**config.mk**
```make
export PLATFORM = sky130hd
export DESIGN_NAME = serial_rx_flat
export DESIGN_NICKNAME = d
export VERILOG_FILES = /design/src/rtl/serial_rx_if.sv /design/src/rtl/serial_rx.sv /design/src/flat_wrapper.sv
export SDC_FILE = /design/constraint.sdc
export NUM_CORES = 1
export LEC_CHECK = 0
export CELL_PAD_IN_SITES_DETAIL_PLACEMENT = 0
export CELL_PAD_IN_SITES_GLOBAL_PLACEMENT = 1
export CORE_UTILIZATION = 43
export CTS_CLUSTER_SIZE = 16
export DETAILED_ROUTE_END_ITERATION = 7
export PLACE_DENSITY = 0.86
export SLEW_MARGIN = 30
export SYNTH_ARGS = -nofsm -noshare
export SYNTH_HDL_FRONTEND = slang
export SYNTH_SLANG_ARGS = --single-unit
```
**constraint.sdc**
```tcl
create_clock -name clk1 -period 4.3 [get_ports clk1]
set_input_delay 0.86 -clock clk1 [delete_from_list [all_inputs] [get_ports clk1]]
set_output_delay 0.86 -clock clk1 [all_outputs]
set_load 0.02 [all_outputs]
```
**src/rtl/serial_rx_if.sv**
```systemverilog
// Parallel-side and line-side signals of the serial receiver, bundled so the
// receiver and its consumer connect through one port.
interface serial_rx_if #(
    parameter int DATA_BITS = 8
) ();
    logic                 in;
    logic                 ack;
    logic [DATA_BITS-1:0] data_out;
    logic                 valid;
    logic                 frame_err;
    logic                 overrun;
    logic                 busy;

    modport master (
        output in,
        output ack,
        input  data_out,
        input  valid,
        input  frame_err,
        input  overrun,
        input  busy
    );

    modport slave (
        input  in,
        input  ack,
        output data_out,
        output valid,
        output frame_err,
        output overrun,
        output busy
    );
endinterface

```
**src/rtl/serial_rx.sv**
```systemverilog
// Serial receiver: deframes start / MSB-first data / stop symbols sampled one
// bit per clk1 cycle into a parallel byte with a valid/ack handshake, and
// reports framing errors (pulse) and overruns (sticky).
module serial_rx #(
    parameter int DATA_BITS    = 8,
    parameter int START_CYCLES = 2,
    parameter int STOP_CYCLES  = 2
) (
    input  logic       clk1,
    input  logic       rst,
    serial_rx_if.slave bus
);
    // One shared counter serves the start, data and stop phases.
    localparam int MAX_SD  = (START_CYCLES > DATA_BITS) ? START_CYCLES : DATA_BITS;
    localparam int MAX_CNT = (STOP_CYCLES > MAX_SD) ? STOP_CYCLES : MAX_SD;
    localparam int CNT_W   = $clog2(MAX_CNT + 1);

    localparam logic [CNT_W-1:0] CNT_ZERO   = CNT_W'(0);
    localparam logic [CNT_W-1:0] CNT_ONE    = CNT_W'(1);
    localparam logic [CNT_W-1:0] START_LAST = CNT_W'(START_CYCLES - 1);
    localparam logic [CNT_W-1:0] DATA_LAST  = CNT_W'(DATA_BITS - 1);
    localparam logic [CNT_W-1:0] STOP_LAST  = CNT_W'(STOP_CYCLES - 1);

    typedef enum logic [1:0] {
        ST_IDLE  = 2'd0,
        ST_START = 2'd1,
        ST_DATA  = 2'd2,
        ST_STOP  = 2'd3
    } state_e;

    // Synchronizer: line idles high, so both stages reset to 1.
    logic sync1_q;
    logic sync2_q;

    state_e               state_q,     state_d;
    logic [CNT_W-1:0]     cnt_q,       cnt_d;
    logic [DATA_BITS-1:0] shift_q,     shift_d;
    logic                 bad_q,       bad_d;
    logic                 armed_q,     armed_d;
    logic [DATA_BITS-1:0] data_out_q,  data_out_d;
    logic                 valid_q,     valid_d;
    logic                 frame_err_q, frame_err_d;
    logic                 overrun_q,   overrun_d;
    logic                 busy_q,      busy_d;

    logic s;
    logic deliver;
    logic bad_now;
    logic ack_eff;

    assign s       = sync2_q;
    assign ack_eff = bus.ack & valid_q;

    // Two-stage synchronizer on the asynchronous serial line.
    always_ff @(posedge clk1) begin
        if (rst) begin
            sync1_q <= 1'b1;
            sync2_q <= 1'b1;
        end else begin
            sync1_q <= bus.in;
            sync2_q <= sync1_q;
        end
    end

    // Frame FSM next-state, shift/count update and handshake bookkeeping.
    always_comb begin
        state_d     = state_q;
        cnt_d       = cnt_q;
        shift_d     = shift_q;
        bad_d       = bad_q;
        armed_d     = armed_q;
        data_out_d  = data_out_q;
        valid_d     = valid_q;
        frame_err_d = 1'b0;
        overrun_d   = overrun_q;
        deliver     = 1'b0;
        bad_now     = bad_q | ~s;

        case (state_q)
            ST_IDLE: begin
                if (s) begin
                    armed_d = 1'b1;
                end else if (armed_q) begin
                    // First low sample of the start symbol.
                    if (START_CYCLES == 1) begin
                        state_d = ST_DATA;
                        cnt_d   = CNT_ZERO;
                    end else begin
                        state_d = ST_START;
                        cnt_d   = CNT_ONE;
                    end
                end else begin
                    // Low line while disarmed: wait for a high sample first.
                    state_d = ST_IDLE;
                end
            end
            ST_START: begin
                if (!s) begin
                    if (cnt_q == START_LAST) begin
                        state_d = ST_DATA;
                        cnt_d   = CNT_ZERO;
                    end else begin
                        cnt_d = cnt_q + CNT_ONE;
                    end
                end else begin
                    // Start symbol too short: treat as a glitch, silently.
                    state_d = ST_IDLE;
                    cnt_d   = CNT_ZERO;
                    armed_d = 1'b1;
                end
            end
            ST_DATA: begin
                // MSB first: shifting left leaves the first sample on top.
                shift_d    = shift_q << 1;
                shift_d[0] = s;
                if (cnt_q == DATA_LAST) begin
                    state_d = ST_STOP;
                    cnt_d   = CNT_ZERO;
                    bad_d   = 1'b0;
                end else begin
                    cnt_d = cnt_q + CNT_ONE;
                end
            end
            ST_STOP: begin
                if (cnt_q == STOP_LAST) begin
                    state_d = ST_IDLE;
                    cnt_d   = CNT_ZERO;
                    bad_d   = 1'b0;
                    if (!bad_now) begin
                        deliver = 1'b1;
                        armed_d = 1'b1;
                    end else begin
                        frame_err_d = 1'b1;
                        armed_d     = 1'b0;
                    end
                end else begin
                    cnt_d = cnt_q + CNT_ONE;
                    bad_d = bad_now;
                end
            end
            default: begin
                state_d = ST_IDLE;
                cnt_d   = CNT_ZERO;
                bad_d   = 1'b0;
                armed_d = 1'b0;
            end
        endcase

        if (deliver) begin
            data_out_d = shift_q;
            valid_d    = 1'b1;
            if (valid_q && !bus.ack) begin
                overrun_d = 1'b1;
            end else if (ack_eff) begin
                overrun_d = 1'b0;
            end else begin
                overrun_d = overrun_q;
            end
        end else if (ack_eff) begin
            valid_d   = 1'b0;
            overrun_d = 1'b0;
        end else begin
            valid_d = valid_q;
        end

        busy_d = (state_d != ST_IDLE);
    end

    // State, datapath and registered output flops.
    always_ff @(posedge clk1) begin
        if (rst) begin
            state_q     <= ST_IDLE;
            cnt_q       <= CNT_ZERO;
            shift_q     <= '0;
            bad_q       <= 1'b0;
            armed_q     <= 1'b0;
            data_out_q  <= '0;
            valid_q     <= 1'b0;
            frame_err_q <= 1'b0;
            overrun_q   <= 1'b0;
            busy_q      <= 1'b0;
        end else begin
            state_q     <= state_d;
            cnt_q       <= cnt_d;
            shift_q     <= shift_d;
            bad_q       <= bad_d;
            armed_q     <= armed_d;
            data_out_q  <= data_out_d;
            valid_q     <= valid_d;
            frame_err_q <= frame_err_d;
            overrun_q   <= overrun_d;
            busy_q      <= busy_d;
        end
    end

    assign bus.data_out  = data_out_q;
    assign bus.valid     = valid_q;
    assign bus.frame_err = frame_err_q;
    assign bus.overrun   = overrun_q;
    assign bus.busy      = busy_q;
endmodule

```
**src/flat_wrapper.sv**
```systemverilog
// flat-port wrapper written by rule: the top's interface ports become plain ports
module serial_rx_flat 
#(
    parameter int DATA_BITS    = 8,
    parameter int START_CYCLES = 2,
    parameter int STOP_CYCLES  = 2
)
  (clk1, rst, bus_in, bus_ack, bus_data_out, bus_valid, bus_frame_err, bus_overrun, bus_busy);
  serial_rx_if #(.DATA_BITS(DATA_BITS)) bus_i ();
  input  logic clk1;
  input  logic rst;
  input wire logic [$bits(bus_i.in)-1:0] bus_in;
  input wire logic [$bits(bus_i.ack)-1:0] bus_ack;
  output wire logic [$bits(bus_i.data_out)-1:0] bus_data_out;
  output wire logic [$bits(bus_i.valid)-1:0] bus_valid;
  output wire logic [$bits(bus_i.frame_err)-1:0] bus_frame_err;
  output wire logic [$bits(bus_i.overrun)-1:0] bus_overrun;
  output wire logic [$bits(bus_i.busy)-1:0] bus_busy;
  assign bus_i.in = bus_in;
  assign bus_i.ack = bus_ack;
  assign bus_data_out = bus_i.data_out;
  assign bus_valid = bus_i.valid;
  assign bus_frame_err = bus_i.frame_err;
  assign bus_overrun = bus_i.overrun;
  assign bus_busy = bus_i.busy;
  serial_rx #(.DATA_BITS(DATA_BITS), .START_CYCLES(START_CYCLES), .STOP_CYCLES(STOP_CYCLES)) u_core (.clk1(clk1), .rst(rst), .bus(bus_i));
endmodule
```
## Word level (Yosys, flattened, before mapping)

Index checks and enable logic that the tools add are counted.

| word-level totals | value |
|---|---|
| bits in registers | 30 |
| bits of input ports | 4 |
| output and inout bits | 12 |
| logic and storage cells | 68 |

| operators by class | value |
|---|---|
| add/sub/neg operators | 1 |
| eq/ne operators | 10 |
| multiplexer cells | 28 |
| bitwise logic cells | 5 |
| reductions and logical operators | 12 |

Operators by type and width:

| cell | count |
|---|---|
| 4-bit 2-to-1 mux | 5 |
| 4-bit one-hot mux with 4 select lines | 1 |
| 1-bit 2-to-1 mux | 14 |
| 2-bit 2-to-1 mux | 5 |
| 2-bit by 1-bit inequality test with 1-bit output (second input constant) | 4 |
| 2-bit one-hot mux with 4 select lines | 1 |
| 2-bit nonzero test | 4 |
| 4-bit by 1-bit adder with 4-bit output (second input constant) | 1 |
| 2-bit == test (second input constant) | 2 |
| 4-bit by 1-bit == test with 1-bit output (second input constant) | 1 |
| 4-bit by 3-bit == test with 1-bit output (second input constant) | 1 |
| 1-bit one-hot mux with 2 select lines | 2 |
| 2-bit AND reduction | 2 |
| 1-bit inverter | 3 |
| 3-bit AND reduction | 1 |
| 3-bit OR reduction | 1 |
| 2-bit by 1-bit == test with 1-bit output (second input constant) | 1 |
| 2-bit logical NOT | 1 |
| 2-bit inequality test (second input constant) | 1 |
| 2-bit OR reduction | 1 |
| 1-bit AND | 1 |
| 1-bit logical AND | 1 |
| 1-bit logical NOT | 1 |
| 1-bit OR | 1 |

## Logic depth before layout (Yosys ltp)

Gate-level depths: netlist of the first run.

| logic depth | value |
|---|---|
| depth after elaboration | 6 |
| mapped depth | 8 |
| mapped depth without buffers | 6 |

## Least setup slack after synthesis of the first run

Ideal clock, no wire load.

| timing | value |
|---|---|
| path kind | reg-to-reg |
| from | register u_core.cnt_q[0] |
| to | register u_core.data_out_q[7], in the netlist u_core.bus.data_out[7] |
| library setup time | 0.128 ns |
| arrival | 1.550 ns |
| data required time | 4.172 ns |
| setup slack | 2.623 ns |
| stages on the path, launching flop included | 8 |
| buffers on the path | 2 |
| period minus slack after synthesis | 1.677 ns |
| path through | dfxtp_1 ha_1 or3b_1 buf_2 nor3_2 buf_6 mux2i_1 nor2_1 |

| between the ends | value |
|---|---|
| word-level cells in the longest chain between the ends | 3 |

RTL lines:

| item | line | RTL |
|---|---|---|
| from (decl) | serial_rx.sv:36 | `logic [CNT_W-1:0] cnt_q, cnt_d;` |
| from (signal assigned) | serial_rx.sv:184 | `cnt_q <= cnt_d;` |
| 4-bit by 1-bit == test with 1-bit output | serial_rx.sv:125 | `if (cnt_q == STOP_LAST) begin` |
| 1-bit 2-to-1 mux | serial_rx.sv:125 |  |
| 1-bit 2-to-1 mux | serial_rx.sv:79 | `case (state_q)` |
| to (signal assigned) | serial_rx.sv:188 | `data_out_q <= data_out_d;` |
| to (decl) | serial_rx.sv:40 | `logic [DATA_BITS-1:0] data_out_q, data_out_d;` |

No other way between the ends.
A chain may end at the register's enable or synchronous reset.

==> summary by stage, run 1 <==
Power and ir drop
IR analysis of the VDD net gives a maximum drop of 0.0002489 V. The power per unit of standard cell area is 371.1 nW/um2. The reported leakage power is 0.4873 nW. The design draws 0.5265 mW.

Route
The first TritonRoute pass finished after 4 iterations. The average wire length per cell after detail routing is 12.34 um. In this run the remaining antenna-violating nets after routing total 0. In the routed layout, each cell is associated on average with a via count of 5.275. The number of design-rule violations left by the first detailed-router iteration is 26.

The number of remaining DRC errors is 0. The total via count in the routed design is 939. The detailed-route wire length is 2197 um.

Yosys
By area the synthesized netlist is led by sky130_fd_sc_hd__dfxtp_1 50%, sky130_fd_sc_hd__mux2i_1 7.5%, sky130_fd_sc_hd__nand2_1 6.6%, sky130_fd_sc_hd__a21oi_1 6.3%, sky130_fd_sc_hd__nor2_1 4.4%. The synthesized design spends more area on one cell type than any other, namely sky130_fd_sc_hd__dfxtp_1. The share of synthesized area in the top cell type comes to 0.5031.

The number of nets handed over by synthesis was 140. In this run the mean area of a mapped cell was 8.908 um2. The synthesized area is 1194 um2. The Yosys warning count is 0. The count of cell types in the netlist is 32.

Of the synthesized area, sequential elements account for 0.5031. The number of instances in the synthesized netlist is 134. Synthesis inferred 30 register bits.

Timing
The setup TNS after final layout is 0 ns. The final critical path time including I/O delays and setup is 2.291 ns. The max-slew violation count was 0. Setup violations remaining at the end of the flow were counted as 0. Setup repair after global routing left no endpoint under its margin. The maximum clock frequency is 436.5 MHz.

The number of hold violations in the final report was 0. The headroom to the max-slew limit is 0.3849. For the pin with the worst max-slew slack, the measured transition is 0.9177 ns. The setup skew after layout is 0.004432 ns. The tightest hold path in the finished design has a slack of 0.4207 ns. In the finished design, the share of the clock period the worst path needs comes to 0.5327.

Die
For this configuration, the core starts out at a cell density of 0.4690. Row generation in the floorplan step produced 18 rows. The core region is 2545 um2. The number of top-level pins is 16. The die is 54.69 um tall. The floorplan step defined a die boundary enclosing 2990 um2. The x dimension of the die is 54.69 um.

Clocking
In this run, post-CTS repair resized a total of 0 instances. The later pin in the worst-skew pair is clocked with a latency of 0.31 ns. After clock tree synthesis, the flow added hold-fix buffers numbering 0. Counting the buffers created by CTS gives 5. The register clock-pin slew on the reported worst setup and hold paths is 0.09 ns. TritonCTS built the clock tree. Clock tree synthesis selected as its root buffer the cell sky130_fd_sc_hd__clkbuf_4. Post-CTS timing repair inserted 0 buffers for setup. The H-tree generated during clock tree synthesis spans 2 levels. The tree built by TritonCTS fans out to 30 sinks. The clock tree buffer depth is 2.

Placed design
The total of buffers placed on input and output ports is 15. The detailed placer's ending HPWL is 1447 um. The congestion estimate from routability-driven global placement came to 0.7209.

Job
The number of maximum-capacitance constraint violations is 0.

Final layout
The fraction of layout cells with a size suffix above 1 is 0.09459. The relative area change from synthesis to final layout is 18.87%. The library cell used most frequently in the layout, excluding fill and tap cells, is sky130_fd_sc_hd__dfxtp_1.

The number of antenna diodes in the final layout is 0. The top cell types in the final layout, fill and taps aside, are 30 x sky130_fd_sc_hd__dfxtp_1, 21 x sky130_fd_sc_hd__nand2_1, 15 x sky130_fd_sc_hd__a21oi_1. The net count reported at finish is 154.

Global route
The via count of the first global-routing pass was 798. The total global-route track usage is 0.1714. Entering global routing, the biggest net connects 31 pins. The global-route congestion overflow total is 0. The first global-routing pass estimated 3456 um of wire. The initial antenna violation count is 0.

Worst setup path
The maximum fanout along the worst path is 10. The type of destination of the critical path is a flop. The required time of the critical path is 4.54 ns.

At the worst endpoint, the arrival time is 2.53 ns. The kind of start point of the critical path is a flop. The worst setup path is of the flop to flop kind.

Status
The run finished with clean final reports.

Min path
The worst min-delay path category is flop to flop.
==> flip-flops by register name, indices dropped and copies added, names as in the netlist, named ones only <==
signal,flops
u_core.sync1_q,1
u_core.bus.busy,1
u_core.armed_q,1
u_core.bus.data_out,8
u_core.cnt_q,4
u_core.bad_q,1
u_core.state_q,2
u_core.bus.valid,1
u_core.bus.frame_err,1
u_core.s,1
u_core.shift_q,8
==> final timing paths <==
path,from,endpoint,slack (ns),depth (start not counted)
setup / recovery,u_core.cnt_q[0]$_SDFFE_PP0P_,flop,2.01,5
hold reg to reg,u_core.sync1_q$_SDFF_PP1_,u_core.s$_SDFF_PP1_,0.42,1
setup reg to reg,u_core.cnt_q[0]$_SDFFE_PP0P_,flop,2.01,5
hold / removal,u_core.sync1_q$_SDFF_PP1_,u_core.s$_SDFF_PP1_,0.42,1
==> cell type report <==
type                       instances  area (um2)
tap                               30       37.54
multi-input combinational         92       539.3
clock buffer                       6       51.30
timing repair buffer              15       145.1
sequential                        30       600.6
clock inverter                     1       30.03
inverter                           4       15.01
fill                             238        1126
==> per-stage QoR <==
| stage | util | instance area (um2) | worst slack (ns) | instances |
|---|---|---|---|---|
| 6_report | 0.5575 | 1419 | 2.009 | 178 |
| 5_1_grt | 0.5575 | 1419 | 1.833 | 178 |
| 4_1_cts | 0.5595 | 1424 | 1.950 | 178 |
| 3_5_place_dp | 0.5275 | 1343 | 1.848 | 171 |
| 3_3_place_gp | 0.5275 | 1343 | 1.842 | 171 |
| 2_1_floorplan | - | 1194 | 2.623 | 134 |
==> critical path, stage by stage, from the launching register on <==
cell,delay [ns]
sky130_fd_sc_hd__dfxtp_1,0.40
sky130_fd_sc_hd__ha_1,0.16
sky130_fd_sc_hd__or3b_1,0.46
sky130_fd_sc_hd__nor3_2,0.80
sky130_fd_sc_hd__a21oi_1,0.20
sky130_fd_sc_hd__a211oi_2,0.19
==> power breakdown <==
| group | switching [mW] | internal [mW] |
|---|---|---|
| logic | 0.0104 | 0.00683 |
| clock network | 0.0906 | 0.135 |
| registers | 0.00296 | 0.280 |
==> cells in the mapped netlist <==
| library cell | number |
|---|---|
| sky130_fd_sc_hd__o21ai_0 | 5 |
| sky130_fd_sc_hd__buf_6 | 1 |
| sky130_fd_sc_hd__nand4_1 | 1 |
| sky130_fd_sc_hd__or3_1 | 1 |
| sky130_fd_sc_hd__nor3_2 | 1 |
| sky130_fd_sc_hd__a2bb2oi_1 | 1 |
| sky130_fd_sc_hd__nor3b_1 | 1 |
| sky130_fd_sc_hd__a31oi_1 | 2 |
| sky130_fd_sc_hd__or2_2 | 2 |
| sky130_fd_sc_hd__clkbuf_1 | 6 |
| sky130_fd_sc_hd__nor3_1 | 1 |
| sky130_fd_sc_hd__nor2b_1 | 1 |
| sky130_fd_sc_hd__nand3b_1 | 2 |
| sky130_fd_sc_hd__buf_2 | 1 |
| sky130_fd_sc_hd__nor2_1 | 14 |
| sky130_fd_sc_hd__or4_4 | 1 |
| sky130_fd_sc_hd__nand2_1 | 21 |
| sky130_fd_sc_hd__nand3_1 | 2 |
| sky130_fd_sc_hd__a21bo_2 | 1 |
| sky130_fd_sc_hd__ha_1 | 2 |
| sky130_fd_sc_hd__o22a_1 | 1 |
| sky130_fd_sc_hd__o22ai_1 | 1 |
| sky130_fd_sc_hd__a21oi_1 | 15 |
| sky130_fd_sc_hd__inv_1 | 4 |
| sky130_fd_sc_hd__a211oi_2 | 1 |
| sky130_fd_sc_hd__a32oi_1 | 1 |
| sky130_fd_sc_hd__o21a_1 | 1 |
| sky130_fd_sc_hd__and3_1 | 1 |
| sky130_fd_sc_hd__nand2b_1 | 2 |
| sky130_fd_sc_hd__or3b_1 | 1 |
| sky130_fd_sc_hd__mux2i_1 | 9 |
| sky130_fd_sc_hd__dfxtp_1 | 30 |
==> layer usage <==
layer | vias to the layer above | routed length (um) | global-route usage
li1 | 481 | - | -
met2 | 18 | 1088 | 0.2631
met1 | 436 | 995 | 0.2053
met5 | - | 0 | 0
met4 | 0 | 18 | 0.09829
met3 | 4 | 94 | 0.05833
==> logic make-up (layout without fill, tap and decap cells) <==
| logic type | after synthesis | in the layout | synth area share |
|---|---|---|---|
| AND/OR/NAND/NOR | 52 | 52 | 0.2086 |
| AO/OA/AOI/OAI | 29 | 29 | 0.1468 |
| flip-flops | 30 | 30 | 0.5031 |
| adder cells (fa/ha/maj) | 2 | 2 | 0.02096 |
| buffers and inverters | 12 | 26 | 0.04506 |
| multiplexers | 9 | 9 | 0.07547 |
Power figures use the tool's default switching activity.
==> run 2, diff against run 1 <==
--- a/config.mk
+++ b/config.mk
@@ -7,10 +7,10 @@
 export LEC_CHECK = 0
 export CELL_PAD_IN_SITES_DETAIL_PLACEMENT = 0
 export CELL_PAD_IN_SITES_GLOBAL_PLACEMENT = 1
-export CORE_UTILIZATION = 43
+export CORE_UTILIZATION = 36
 export CTS_CLUSTER_SIZE = 16
 export DETAILED_ROUTE_END_ITERATION = 7
-export PLACE_DENSITY = 0.86
+export PLACE_DENSITY = 0.77
 export SLEW_MARGIN = 30
 export SYNTH_ARGS = -nofsm -noshare
 export SYNTH_HDL_FRONTEND = slang
==> constraint.sdc (replaced) <==
create_clock -name clk1 -period 2.1 [get_ports clk1]
set_input_delay 0.42 -clock clk1 [delete_from_list [all_inputs] [get_ports clk1]]
set_output_delay 0.42 -clock clk1 [all_outputs]
set_load 0.02 [all_outputs]
==> run 2 against run 1 <==
Net effect: sequential power rose by 100%; sequential share of layout area fell by 1.0 points; worst setup slack got worse by 1.7 ns; cell count rose by 11%; critical path type unchanged; largest cell class unchanged.
==> summary by stage, run 2 (synthesized netlist as in run 1, its figures left out) <==
Status
The run finished with clean final reports.

Timing
The max-slew violation count was 0. For this run, the top clock speed supported by timing is 545.4 MHz. Across the routed clock network, the largest skew measured is 0.009459 ns. Setup repair after global routing left no endpoint under its margin. The clock period could shrink to 1.834 ns. Setup violations remaining at the end of the flow were counted as 0.

The headroom to the max-slew limit is 0.7409. Summed over all failing endpoints, the final setup total negative slack is 0 ns. The share of the clock period used by the worst path after layout is 0.8731. For the pin with the worst max-slew slack, the measured transition is 0.3881 ns. The number of hold violations in the final report was 0.

Final layout
The net count reported at finish is 158. The fraction of layout cells with a size suffix above 1 is 0.1176. After routing the design area is 1454 um2.

The end-of-flow core utilization is 0.4685. The top cell types in the final layout, fill and taps aside, are 30 x sky130_fd_sc_hd__dfxtp_1, 21 x sky130_fd_sc_hd__nand2_1, 15 x sky130_fd_sc_hd__a21oi_1, 15 x sky130_fd_sc_hd__clkdlybuf4s50_1, 14 x sky130_fd_sc_hd__nor2_1. The relative area change from synthesis to final layout is 21.80%. The library cell used most frequently in the layout, excluding fill and tap cells, is sky130_fd_sc_hd__dfxtp_1. 0 antenna diodes ended up in the layout.

Placed design
The placer congestion estimate is 0.7619. The post-detailed-placement cell area is 1390 um2. After legalization and detailed placement, the total HPWL measured 1640 um. In this run the tool buffered the top-level ports with 15 buffer cells.

Global route
The initial antenna violation count is 0. The global-route congestion overflow total is 0. In the global route stage, overall resource usage came out at 0.1536. The pin count of the biggest net entering global routing is 14. The first-pass GRT wire length is 3926 um. The via count of the first global-routing pass was 935.

Route
The count of nets left with antenna violations once routing finished came out at 0. Before antenna repair, the detailed router went through 4 iterations. The number of remaining DRC errors is 0. Dividing the detail-routed via count by the number of cells gives 4.751.

The number of design-rule violations left by the first detailed-router iteration is 34. The final layout contains routed wiring with a total length of 2241 um. After detailed routing, the average wire length per cell comes to 11.38 um.

The total via count in the routed design is 936.

Worst setup path
Traced cell by cell, the critical path runs through ha_1 > or3b_1 > nor3_2 > buf_4 > mux2i_1 > nor2_1. For this run, the slowest stage of the critical path takes 0.45 ns. The startpoint-to-endpoint class of the critical path is flop to flop. At the worst endpoint, the required time is 2.31 ns. The count of buffer and inverter cells on the critical path is 1. The cell family contributing the most delay on the critical path is simple AND/OR/NAND/NOR gates. The maximum fanout along the worst path is 10. The worst setup path is captured at a flop. At the worst endpoint, the arrival time is 2.05 ns. The critical-path cell with the highest stage delay is sky130_fd_sc_hd__or3b_1. The kind of start point of the critical path is a flop.

Die
Measured along the x axis, the die boundary spans 59.58 um. The floorplan has 20 rows. The total area inside the core boundary comes to 3103 um2. The die footprint is 3550 um2. Pin placement for this block handled 16 I/O pins. The effective utilization at floorplan is 0.3847. The y dimension of the die is 59.58 um.

Power and ir drop
The reported leakage power is 0.4977 nW. The worst supply voltage drop on vdd is 0.0003021 V. The power per unit of standard cell area is 672.4 nW/um2.

Clocking
After clock tree synthesis, the flow added hold-fix buffers numbering 0. For the worst-skew pair, the clock arrives at the later sink with an insertion delay of 0.33 ns. The number of buffers inserted to repair setup after CTS is 0.

The CTS tree is done. The number of buffers added by the clock tree synthesis step is 5. The register clock-pin slew on the reported worst setup and hold paths is 0.10 ns. The clock passes through at most 2 buffers.

The clock tree synthesis step divided the H-tree into 2 levels. The clock sink count is 30. In this run the clock root is driven by a sky130_fd_sc_hd__clkbuf_4. Post-CTS repair changed the size of 0 cells.

Min path
The worst hold path belongs to the class flop to flop.

Job
Across the run, the number of max-cap violations was 0.
## run 2: area by class of cell
type	count	area [um2]
flip-flops and latches	30	600.6
repair buffers	19	180.2
clock inverters	2	12.51
fillers	319	1649
well taps	44	55.05
inverters	4	15.01
multi-input cells	92	539.3
clock buffers	6	51.30
## run 2: path summary, 6_finish.rpt
kind / startpoint / slack (ns) / cells after the start / end
worst max register to register: u_core.cnt_q[0]$_SDFFE_PP0P_ / 0.27 / 6 / u_core.bus.data_out[1]$_SDFFE_PP0P_
worst min register to register: u_core.sync1_q$_SDFF_PP1_ / 0.43 / 1 / u_core.s$_SDFF_PP1_
worst max-delay path: u_core.cnt_q[0]$_SDFFE_PP0P_ / 0.27 / 6 / u_core.bus.data_out[1]$_SDFFE_PP0P_
worst min-delay path: u_core.sync1_q$_SDFF_PP1_ / 0.43 / 1 / u_core.s$_SDFF_PP1_
## run 2: where the power goes
group	total [mW]	switching (mW)	leakage [nW]	internal (mW)
sequential	0.580	0.00605	0.243	0.574
combinational	0.0399	0.0225	0.221	0.0174
clock	0.357	0.197	0.0343	0.161
total	0.978	0.225	0.498	0.752
## run 2: per-stage QoR
step                power (mW)  cells  hold slack (ns)  setup slack [ns]
floorplan               0.6179    134           0.3895            0.4226
finish                  0.9777    197           0.4258            0.2665
global route             1.028    197           0.4699            0.1070
global placement        0.6328    189           0.3931            0.3349
detailed placement      0.6341    189           0.4080            0.2745
CTS                     0.9936    197           0.4317            0.2571
## run 2: routing by layer
layer / GRT usage / routed length [um]
met3: 0.05677 / 98
met5: 0 / 0
met1: 0.1709 / 1029
met2: 0.2504 / 1073
met4: 0.08970 / 40
==> run 3, diff against run 2 <==
--- a/config.mk
+++ b/config.mk
@@ -7,10 +7,10 @@
 export LEC_CHECK = 0
 export CELL_PAD_IN_SITES_DETAIL_PLACEMENT = 0
 export CELL_PAD_IN_SITES_GLOBAL_PLACEMENT = 1
-export CORE_UTILIZATION = 36
+export CORE_UTILIZATION = 40
 export CTS_CLUSTER_SIZE = 16
 export DETAILED_ROUTE_END_ITERATION = 7
-export PLACE_DENSITY = 0.77
+export PLACE_DENSITY = 0.81
 export SLEW_MARGIN = 30
 export SYNTH_ARGS = -nofsm -noshare
 export SYNTH_HDL_FRONTEND = slang
==> constraint.sdc (replaced) <==
create_clock -name clk1 -period 2.07 [get_ports clk1]
set_input_delay 0.414 -clock clk1 [delete_from_list [all_inputs] [get_ports clk1]]
set_output_delay 0.414 -clock clk1 [all_outputs]
set_load 0.02 [all_outputs]
==> run 3 against run 2 <==
Net effect: clock skew grew 0.0038 ns; clock power grew 4%; utilization grew 5.1 points; cell count shrank 6.1%; combinational power is essentially flat; sequential share of layout area grew 0.25 points; routed wire length grew 2.4%; largest cell class unchanged; highest routed layer unchanged.
==> summary by stage, run 3 (synthesized netlist as in run 1, its figures left out) <==
Clocking
The longest clock path from root to sink contains 2 buffers. The CTS tree is done. Clock-pin slew was measured on the worst setup and hold paths at 0.10 ns. The later pin in the worst-skew pair is clocked with a latency of 0.34 ns. The clock sink count is 30. The total of hold buffers inserted after clock tree synthesis is 0.

The number of buffers added by the clock tree synthesis step is 5. The H-tree was split into 2 levels. The post-cts resize count is 0. In this run the post-CTS setup repair buffer count came out at 0. The root buffer cell chosen for the clock tree is sky130_fd_sc_hd__clkbuf_4.

Timing
The number of hold violations in the final report is 0. The worst path needs 1.808 ns of the cycle, external delays included. For the final routed database, the setup TNS stands at 0 ns. The headroom to the max-slew limit is 0.7272. The slew at the pin with the worst max-slew slack is 0.4087 ns. Timing would allow up to 553.1 MHz. The share of the clock period used by the worst path after layout is 0.8734.

Setup repair after global routing left no endpoint under its margin. Hold is met by 0.4251 ns. The max-slew violation count is 0. Setup violations remaining at the end of the flow were counted as 0. The clock arrives with 0.01330 ns of skew.

Die
The die is 56.63 um wide. The die is 56.63 um tall. In this run the core area contains 19 standard-cell rows. The die footprint is 3206 um2. The effective utilization at floorplan is 0.4291. The total area inside the core boundary comes to 2781 um2.

16 I/O pins were placed.

Route
After detailed routing, the number of vias per cell comes to 5.222. The average wire length per cell after detail routing is 12.41 um. In the routed design, unresolved DRC markers number 0. The count of nets left with antenna violations once routing finished came out at 0. The first detailed-routing pass ran for 4 iterations. For this block, the routed nets add up to 2295 um of wire.

Across all layers, the routed design uses 966 vias. The detailed router finished its first iteration with 13 violations.

Power and ir drop
The reported leakage power is 0.5031 nW. IR analysis of the VDD net gives a maximum drop of 0.0004886 V. Power spread over the standard cell area amounts to 691.3 nW/um2.

Placed design
During placement, the flow inserted port buffers numbering 15. The instance count after placement with tap cells included is 177. The HPWL after detailed placement is 1570 um. At the end of routability-driven placement, the weighted congestion stood at 0.8066.

Worst setup path
The startpoint-to-endpoint class of the critical path is flop to flop. The worst register-to-register path ends at u_core.bus.data_out[5]$_SDFFE_PP0P_. The critical-path cell with the highest stage delay is sky130_fd_sc_hd__or3b_1. The register-to-register setup slack is 0.26 ns. In this design, the stage delay of the slowest critical-path cell is 0.45 ns. The required time of the critical path is 2.30 ns. The critical path goes through ha_1 > or3b_1 > nor3_2 > buf_4 > mux2i_1 > nor2_1. STA classifies the critical path startpoint as a flop. Along the worst path, the maximum fanout reaches 7. For the worst setup path, the data arrival time is 2.04 ns. Following the worst setup path forward leads to its endpoint at u_core.bus.data_out[5]$_SDFFE_PP0P_.

The count of cells along the worst register-to-register path is 6. The worst register-to-register path begins at u_core.cnt_q[0]$_SDFFE_PP0P_. The startpoint of the most critical setup path is u_core.cnt_q[0]$_SDFFE_PP0P_. STA classifies the critical path endpoint as a flop.

Final layout
The total area of sequential cells is 600.6 um2. Leaving out fill and tap cells, the most frequent cells in the layout are 30 x sky130_fd_sc_hd__dfxtp_1, 21 x sky130_fd_sc_hd__nand2_1, 15 x sky130_fd_sc_hd__a21oi_1, 15 x sky130_fd_sc_hd__clkdlybuf4s50_1, 14 x sky130_fd_sc_hd__nor2_1. Leaving out fill and tap cells, the most frequent cell in the layout is sky130_fd_sc_hd__dfxtp_1. The repair_antennas step left the layout with diodes totalling 0. The end-of-flow core utilization is 0.5196. The fraction of layout cells with a size suffix above 1 is 0.1234. Counting the fill cells in the layout gives 270. The net count reported at finish is 159. In the final layout, the multi-input gates occupy 539.3 um2. Compared with the post-synthesis result, the final layout area differs by 21.07%.

After the flow finishes, the layout carries non-filler instances totaling 185.

Global route
Entering global routing, the biggest net connects 25 pins. The total global-route track usage is 0.1659. The first-pass GRT wire length is 3946 um.

The initial antenna violation count is 0. The via count of the first global-routing pass is 877. For this run the aggregate overflow at the end of global routing stands at 0.

Min path
The cell count of the worst hold path is 1. In this run the worst hold path is classified as flop to flop.

Status
The run finished with clean final reports.

Job
Max-cap violations in this run came to 0.
-- run 3: cell count changes in the layout (fill, tap and decap cells not counted), sizes merged --
cell and change:
buf +1
-- run 3: layer usage --
metal / vias up / share of wire / global-route usage
met5: - / 0 / 0
met4: 0 / 0.024 / 0.07317
met3: 6 / 0.054 / 0.07143
met2: 18 / 0.47 / 0.2555
met1: 447 / 0.45 / 0.2000
li1: 495 / - / -
-- run 3: critical path: cells and delay by family (launching register included) --
kind | cells | cell delay, ns
and+or+nand+nor | 3 | 0.74
DFF | 1 | 0.40
muxes | 1 | 0.21
buffers and inverters | 1 | 0.20
adders and majority gates | 1 | 0.16
-- run 3: final cells by class --
| class | instances | share of cell area |
|---|---|---|
| Inverter | 4 | 0.01039 |
| Sequential cell | 30 | 0.4156 |
| Timing Repair Buffer | 20 | 0.1299 |
| Clock buffer | 6 | 0.03550 |
| Multi-Input combinational cell | 92 | 0.3732 |
| Clock inverter | 2 | 0.008658 |
| Tap cell | 31 | 0.02684 |
-- run 3: how the worst min path moves through the flow --
stage	from	end	slack (ns)
5_1_grt	u_core.sync1_q$_SDFF_PP1_	u_core.s$_SDFF_PP1_	0.46
6_report	u_core.sync1_q$_SDFF_PP1_	u_core.s$_SDFF_PP1_	0.43
2_1_floorplan	u_core.sync1_q$_SDFF_PP1_	u_core.s$_SDFF_PP1_	0.39
3_3_place_gp	u_core.sync1_q$_SDFF_PP1_	u_core.s$_SDFF_PP1_	0.39
3_5_place_dp	u_core.sync1_q$_SDFF_PP1_	u_core.s$_SDFF_PP1_	0.40
4_1_cts	u_core.sync1_q$_SDFF_PP1_	u_core.s$_SDFF_PP1_	0.43
-- run 3: through the flow --
step                power (mW)  instance area, um2  worst slack, ns
detailed placement      0.6422                1381           0.2448
global route             1.052                1445           0.1259
global placement        0.6414                1381           0.3269
CTS                      1.013                1445           0.2377
finish                  0.9990                1445           0.2621
floorplan               0.6269                1194           0.3926
-- run 3: power by group --
group	switching, mW	leakage, nW	internal [mW]
clock	0.207	0.0343	0.163
combinational	0.0218	0.226	0.0178
sequential	0.00637	0.243	0.583
total	0.236	0.503	0.763
